<file path="config.mk">
export PLATFORM = sky130hd
export DESIGN_NAME = module_fetch_ctrl
export DESIGN_NICKNAME = d
export VERILOG_FILES = /design/src/rtl/module_fetch_ctrl_pkg.sv /design/src/rtl/module_fetch_ctrl_rom.sv /design/src/rtl/module_fetch_ctrl.sv
export SDC_FILE = /design/constraint.sdc
export NUM_CORES = 1
export LEC_CHECK = 0
export CAP_MARGIN = 40
export CORE_UTILIZATION = 44
export CTS_CLUSTER_SIZE = 24
export DETAILED_ROUTE_END_ITERATION = 7
export GPL_ROUTABILITY_DRIVEN = 0
export PLACE_DENSITY = 0.84
export SLEW_MARGIN = 20
export SYNTH_ARGS = -nofsm -noshare
export SYNTH_HDL_FRONTEND = slang
export SYNTH_SLANG_ARGS = --single-unit
</file>
<file path="constraint.sdc">
create_clock -name clk -period 2.95 [get_ports clk]
set_clock_uncertainty 0.15 [all_clocks]
set_input_delay 0.7375 -clock clk [delete_from_list [all_inputs] [get_ports clk]]
set_output_delay 0.7375 -clock clk [all_outputs]
set_load 0.01 [all_outputs]
</file>
<file path="src/rtl/module_fetch_ctrl_pkg.sv">
// Shared types for the fetch sequencer: module_PC operation codes, instruction
// opcodes and sequencer states.
package pkg_fetch;

    localparam int OPC_W = 3;

    typedef enum logic [1:0] {
        PC_RST  = 2'b00,
        PC_HOLD = 2'b01,
        PC_INC  = 2'b10,
        PC_JMP  = 2'b11
    } pc_op_t;

    typedef enum logic [OPC_W-1:0] {
        OP_NOP  = 3'b000,
        OP_JMP  = 3'b001,
        OP_CALL = 3'b010,
        OP_RET  = 3'b011,
        OP_WAIT = 3'b100,
        OP_HALT = 3'b101,
        OP_IL6  = 3'b110,
        OP_IL7  = 3'b111
    } opcode_t;

    typedef enum logic [2:0] {
        S_RST,
        S_FETCH,
        S_DEC,
        S_WAIT,
        S_HALT
    } state_t;

endpackage

</file>
<file path="src/rtl/module_fetch_ctrl_rom.sv">
// Instruction ROM: contents come from a flat image parameter, combinational
// address decode, registered read gated by en.
module module_rom_instr
    import pkg_fetch::*;
#(
    parameter int ANCHO = 8,
    parameter logic [(OPC_W+ANCHO)*(2**(ANCHO-2))-1:0] ROM_IMAGE = '0
) (
    input  logic                   clk,
    input  logic                   reset,
    input  logic                   en,
    input  logic [ANCHO-3:0]       addr,
    output logic [OPC_W+ANCHO-1:0] data_o
);

    localparam int W = OPC_W + ANCHO;

    logic [W-1:0] rom_word;

    assign rom_word = ROM_IMAGE[int'(addr)*W +: W];

    // NOTE: registers are written with <= so every flop samples pre-edge values.
    always_ff @(posedge clk or negedge reset) begin
        if (!reset) begin
            data_o <= '0;
        end else if (en) begin
            data_o <= rom_word;
        end
    end

endmodule

</file>
<file path="src/rtl/module_fetch_ctrl.sv">
// Fetch sequencer that drives module_PC: fetches from the instruction ROM,
// decodes, and issues pc_op / jump target back to the PC block.
module module_fetch_ctrl
    import pkg_fetch::*;
#(
    parameter int ANCHO = 8,
    parameter logic [(OPC_W+ANCHO)*(2**(ANCHO-2))-1:0] ROM_IMAGE = '0
) (
    input  logic             clk,
    input  logic             reset,
    input  logic             run_i,
    input  logic             restart_i,
    input  logic [ANCHO-1:0] pc_i,
    input  logic [ANCHO-1:0] pcinc_i,
    output logic [1:0]       pc_op_o,
    output logic [ANCHO-1:0] pc_tgt_o,
    output logic [ANCHO-1:0] link_o,
    output logic             halted_o,
    output logic             err_o
);

    state_t                   state;
    logic [OPC_W+ANCHO-1:0]   instr_q;
    logic [ANCHO-1:0]         link_q;
    logic [ANCHO-1:0]         cnt;
    logic                     err_q;
    opcode_t                  opc;
    logic [ANCHO-1:0]         arg;
    pc_op_t                   pc_op;
    logic [ANCHO-1:0]         pc_tgt;
    logic [1:0]               unused_pc_lsb;

    assign unused_pc_lsb = pc_i[1:0];

    module_rom_instr #(
        .ANCHO     (ANCHO),
        .ROM_IMAGE (ROM_IMAGE)
    ) u_rom (
        .clk    (clk),
        .reset  (reset),
        .en     ((state == S_FETCH) && run_i),
        .addr   (pc_i[ANCHO-1:2]),
        .data_o (instr_q)
    );

    assign opc = opcode_t'(instr_q[ANCHO+OPC_W-1:ANCHO]);
    assign arg = instr_q[ANCHO-1:0];

    // NOTE: every output gets a default first so no path infers a latch.
    always_comb begin
        pc_op  = PC_HOLD;
        pc_tgt = '0;
        case (state)
            S_RST: pc_op = PC_RST;
            S_DEC: begin
                case (opc)
                    OP_NOP:  pc_op = PC_INC;
                    OP_JMP,
                    OP_CALL: begin
                        pc_op  = PC_JMP;
                        pc_tgt = arg;
                    end
                    OP_RET: begin
                        pc_op  = PC_JMP;
                        pc_tgt = link_q;
                    end
                    OP_WAIT: if (arg == '0) pc_op = PC_INC;
                    default: pc_op = PC_HOLD;
                endcase
            end
            // cnt counts down to zero; the zero cycle releases the PC.
            S_WAIT: if (cnt == '0) pc_op = PC_INC;
            default: pc_op = PC_HOLD;
        endcase
    end

    always_ff @(posedge clk or negedge reset) begin
        if (!reset) begin
            state  <= S_RST;
            link_q <= '0;
            cnt    <= '0;
            err_q  <= 1'b0;
        end else if (restart_i) begin
            state  <= S_RST;
            link_q <= '0;
            cnt    <= '0;
            err_q  <= 1'b0;
        end else begin
            case (state)
                S_RST:   state <= S_FETCH;
                S_FETCH: if (run_i) state <= S_DEC;
                S_DEC: begin
                    case (opc)
                        OP_NOP, OP_JMP, OP_RET: state <= S_FETCH;
                        OP_CALL: begin
                            link_q <= pcinc_i;
                            state  <= S_FETCH;
                        end
                        OP_WAIT: begin
                            if (arg == '0) begin
                                state <= S_FETCH;
                            end else begin
                                cnt   <= arg;
                                state <= S_WAIT;
                            end
                        end
                        OP_HALT: state <= S_HALT;
                        default: begin
                            err_q <= 1'b1;
                            state <= S_HALT;
                        end
                    endcase
                end
                S_WAIT: begin
                    if (cnt == '0) state <= S_FETCH;
                    else           cnt   <= cnt - 1'b1;
                end
                default: state <= state;
            endcase
        end
    end

    assign pc_op_o  = pc_op;
    assign pc_tgt_o = pc_tgt;
    assign link_o   = link_q;
    assign halted_o = (state == S_HALT);
    assign err_o    = err_q;

endmodule

</file>
Yosys cells after proc, flatten, opt, wreduce, memory -nomap -nowiden

Index checks and enable logic that the tools add are counted.

Output and inout port bits: 20
Word-level logic and storage cells: 63
Input port bits: 20
Bits in registers: 31

Eq/ne operators: 15
$mul: 1
Reduce and logical (&&, ||, !) cells: 17
Mux-type cells: 23
Shifts and indexed selects: 1
Add/subtract/negate cells: 1

Operators with widths:

| cell                                                          | number |
|---|---|
| variable part select 704 x 32 -> 11 bit, first input constant | 1 |
| two-way mux 8 bit                                             | 8 |
| case mux 8 bit (2 select lines)                               | 2 |
| zero test 8 bit                                               | 2 |
| inequality test 3 bit, second input constant                  | 5 |
| == test 3 x 2 -> 1 bit, second input constant                 | 4 |
| case mux 2 bit (3 select lines)                               | 2 |
| case mux 3 bit (4 select lines)                               | 1 |
| multiplier 6 x 4 -> 10 bit, second input constant             | 1 |
| == test 3 bit, second input constant                          | 3 |
| two-way mux 3 bit                                             | 3 |
| subtractor 8 x 1 -> 8 bit, second input constant              | 1 |
| == test 3 x 1 -> 1 bit, second input constant                 | 2 |
| zero test 3 bit                                               | 2 |
| two-way mux 2 bit                                             | 3 |
| case mux 3 bit (2 select lines)                               | 1 |
| OR reduction 6 bit                                            | 1 |
| nonzero test 5 bit                                            | 1 |
| AND reduction 2 bit                                           | 2 |
| AND reduction 4 bit                                           | 1 |
| nonzero test 2 bit                                            | 2 |
| OR reduction 4 bit                                            | 1 |
| two-way mux 1 bit                                             | 3 |
| AND reduction 3 bit                                           | 1 |
| other kinds (5)                                               | 5 |

Logic depth before layout (Yosys ltp)

Word-level depth: 5
Mapped depth: 6
Gate-level depth less buffers: 6

Hierarchy

From an unflattened synthesis, not the netlist that was laid out.

Cell total of the unflattened synthesis: 179
Area, all modules: 1505.2 µm²

Modules (own cells, without submodules):

| module            | seq. area each (µm²) | cells each | times used | area each (µm²) |
|---|---|---|---|---|
| module_fetch_ctrl | 500.5                | 167        | 1          | 1418.9 |
| module_rom_instr  | 0.0                  | 12         | 1          | 86.3 |

Least setup slack after synthesis

No wires, ideal clock.

Kind: register to output
Start: register cnt[0]
End: output pc_op_o[1]
Cell stages (with the launch flop): 6
Setup slack: 0.813 ns
Data arrival time: 1.249 ns
Required time: 2.062 ns
Buffers on the path: 0
Cell sequence: dfrtp_1 inv_1 ha_1 nor3b_2 nand2_1 a21oi_1

Longest elaborated chain between the ends: 3

RTL lines:

| what                            | line                     | text |
|---|---|---|
| start: declaration              | module_fetch_ctrl.sv:25  | `logic [ANCHO-1:0] cnt;` |
| start signal: assignment        | module_fetch_ctrl.sv:103 | `cnt <= arg;` |
| start signal: assignment        | module_fetch_ctrl.sv:116 | `else cnt <= cnt - 1'b1;` |
| zero test 8 bit                 | module_fetch_ctrl.sv:72  | `S_WAIT: if (cnt == '0) pc_op = PC_INC;` |
| two-way mux 2 bit               | module_fetch_ctrl.sv:72  |  |
| case mux 2 bit (3 select lines) | module_fetch_ctrl.sv:53  | `case (state)` |
| end: declaration                | module_fetch_ctrl.sv:15  | `output logic [1:0] pc_op_o,` |

Every way passes these cells.

Final worst setup path

Same ends and word-level chain as after synthesis.

==> impl_metrics.csv <==
group,metric,value,unit
layout,num_antenna_cells,0,
global_routing,grt_usage,17.35,%
layout,fill_cells,170,
layout,fin_nets,129,
setup_path,r2r-start,"cnt[0]$_DFFE_PN0P_",
floorplan,die_height,48.21,um
timing,hold_viol_final,0,
logic_synthesis,yosys_warnings,0,
logic_synthesis,syn_inst,88,
hold_path,hold_path_class,"reg2reg",
layout,drive_gt1_share,11.32,%
cts,clockBufferDepth,2,
timing,max_freq,369.5,MHz
layout,instances_no_fill,133,
drt,drcViolationCount,0,
logic_synthesis,synthArstFlopShare,100.0,%
timing,timing.slew.headroom,65.21,%
cts,clk_latency,300,ps
drt,wl,1.678,mm
floorplan,rows,16,
setup_path,worstPathMaxFanout,3,
floorplan,die-area,2324,sq um
cts,cts_buffers,3,
pwr,power_density,378.8,nW/um^2
setup_path,cp_slowest_cell,"dfrtp_1",
setup_path,critPathArrivalTime,1820,ps
timing,grt_setup_unrepaired,"false",
cts,hold_buffers,0,
layout,register_area,475.5,sq um
pwr,ir_drop,254.8,uV
cts,tritoncts,"yes",
global_routing,grt_max_degree,20,
setup_path,r2r_setup_slack,1060,ps
logic_synthesis,synth-seq-area-share,50.60,%
place,dp_cells,128,
logic_synthesis,synth_edf_count,0,
floorplan,start_util,47.41,%
logic_synthesis,avgSynthCellArea,10.68,sq um
global_routing,grt_overflow,0,
global_routing,grt_use_met2,30.13,%
cts,ctsHtreeMaxLevel,1,
timing,finalSetupViolCount,0,
setup_path,required,2060,ps
logic_synthesis,ys.flop_type,"dfrtp_1",
timing,finalCritPeriodShare,91.74,%
timing,period_minus_slack,2706,ps
drt,drtIter0Drc,9,
setup_path,critPathLaunch,"cnt[0]$_DFFE_PN0P_",
setup_path,cp_slowest_stage_delay,410,ps
global_routing,grt_use_met3,4.074,%
layout,area_growth,19.71,%
global_routing,antenna_found_initial,0,
cts,clk_pin_slew,110,ps
place,place_hpwl,1.214,mm
setup_path,cp_num_buf_inv,2,
drt,wl_per_cell,12.62,um
logic_synthesis,synth_seq_cells,19,
global_routing,met1_usage,20.71,%
setup_path,path_depth,6,
place,io_buffers,14,
floorplan,pin_count,40,
logic_synthesis,synth_area,939.7,sq um
logic_synthesis,ys_types,27,
pwr,power_leakage,0.5379,nW
global_routing,grt_pass1_vias,626,
drt,avgViaCountPerCell,4.917,
global_routing,grt-busiest-layer,"met2",
setup_path,regToRegEndpoint,"cnt[3]$_DFFE_PN0P_",
drt,ant_nets,0,
setup_path,critical_path_class,"reg2out",
timing,setup_tns,0,ps
setup_path,crit_path_end_kind,"output pin",
floorplan,fp.coreArea,1982,sq um
timing,tightestPinTransition,520.2,ps
timing,maxSlewViolCount,0,
cts,clock-root-buffer,"clkbuf_4",
setup_path,critical_path.cell_chain,"inv_1, ha_1, nor3b_4, nand2_1, a21oi_1, dlygate4sd2_1",
outcome,status,"complete, no violations",
flow_run,maxCapViolCount,0,
cts,cts.sinks,19,
layout,multi_input_area,406.6,sq um
global_routing,grt_pass1_wl,2.711,mm
drt,vias,654,
setup_path,r2r.worst_path.cells,7,
drt,dr.pass1.iters,4,
setup_path,cp_top_family,"flip-flops",
setup_path,critPathCapture,"pc_op_o[1]",
floorplan,die_width,48.21,um
setup_path,startpoint_type,"register",
-- cells in the mapped netlist, drive strengths merged, types with 2 or more instances --
cell type	instances	area, sq um
clkbuf	2	7.510
mux2i	2	20.02
buf	9	67.56
nand2	4	15.01
nor2b	11	68.82
xnor2	2	17.52
a2111oi	2	30.03
ha	2	25.02
inv	5	18.77
nor2	12	45.04
a21oi	3	15.01
dfrtp	19	475.5
nor4	2	33.78
-- worst reg2reg max path: cells and delay by family (launching register included) --
kind | cells | cell delay (ps)
AO/OA/AOI/OAI | 1 | 380
XOR/XNOR | 1 | 170
AND/OR/NAND/NOR | 2 | 220
flip-flops | 1 | 390
buffers and inverters | 2 | 240
adder cells (fa/ha/maj) | 1 | 210
-- power breakdown --
part	internal [W]	switching [W]
combinational	0.0000106	0.0000209
clock	0.0000527	0.0000777
sequential	0.000262	0.00000216
-- worst min-delay path by stage --
stage                                     start                     to  cells past startpoint
after global routing          err_o$_DFFE_PN0P_      err_o$_DFFE_PN0P_                      1
after detailed placement      err_o$_DFFE_PN0P_      err_o$_DFFE_PN0P_                      1
after floorplan                           reset     cnt[0]$_DFFE_PN0P_                      0
after global placement    link_o[3]$_DFFE_PN0P_  link_o[3]$_DFFE_PN0P_                      1
final                     link_o[6]$_DFFE_PN0P_  link_o[6]$_DFFE_PN0P_                      1
after CTS                     err_o$_DFFE_PN0P_      err_o$_DFFE_PN0P_                      1
-- cell type report --
| cell class | instances | area share, % |
|---|---|---|
| sequential | 19 | 42.27 |
| clock buffer | 4 | 2.336 |
| multi-input combinational | 61 | 36.15 |
| timing repair buffer | 17 | 14.57 |
| tap | 27 | 3.003 |
| inverter | 5 | 1.669 |
-- through the flow --
step                      area (sq um)  hold WS (ps)  util [%]  power (W)  setup WS (ps)
final                             1125         367.6     56.76  0.0004261          243.6
after CTS                         1122         367.2     56.63  0.0004280          4.497
after global placement            1084         331.2     54.67  0.0003004          230.0
after global routing              1125         380.9     56.76  0.0004490          88.67
after floorplan                  969.7         291.9         -  0.0002934          813.3
after detailed placement          1084         343.1     54.67  0.0003015          192.7
-- kinds of logic (layout without fill, tap and decap cells) --
| kind of cell | count (synthesis) | count (layout) | share of synthesized area [%] |
|---|---|---|---|
| AND/OR/NAND/NOR | 36 | 36 | 23.17 |
| flip-flops | 19 | 19 | 50.60 |
| buffers and inverters | 16 | 26 | 9.987 |
| AO/OA/AOI/OAI | 9 | 9 | 7.990 |
| multiplexers | 3 | 3 | 3.329 |
| adder cells (fa/ha/maj) | 2 | 2 | 2.663 |
| XOR/XNOR | 2 | 2 | 1.865 |
| other | 1 | 9 | 0.3991 |
-- what timing repair did --
action                                  4_1_cts  5_1_grt
buffers inserted                              1        0
pin swaps                                     0        0
endpoints found under the setup margin        2        1
resized for setup                             2        1
-- routing by layer --
layer,wire [um],part of all wire (%)
met1,703,42
met2,878,52
met3,81,4.8
met4,15,0.89
met5,0,0
-- state kept, by name (all words and copies together), names as in the netlist --
register  flops
err_o         1
cnt           8
link_o        8
state         2
-- cell usage in the layout (no fill, tap or decap), types with 2 or more instances in the layout --
cell type	Yosys	final
xnor2_1	2	2
dfrtp_1	19	19
nand2_1	4	4
inv_1	5	5
nor2b_1	11	11
ha_1	2	2
buf_4	9	3
clkdlybuf4s50_1	0	12
a21oi_1	3	3
a2111oi_2	2	2
mux2i_1	2	2
clkbuf_4	0	3
conb_1	1	9
nor2_1	12	12
Note: power is estimated with default switching activity, not from simulation.
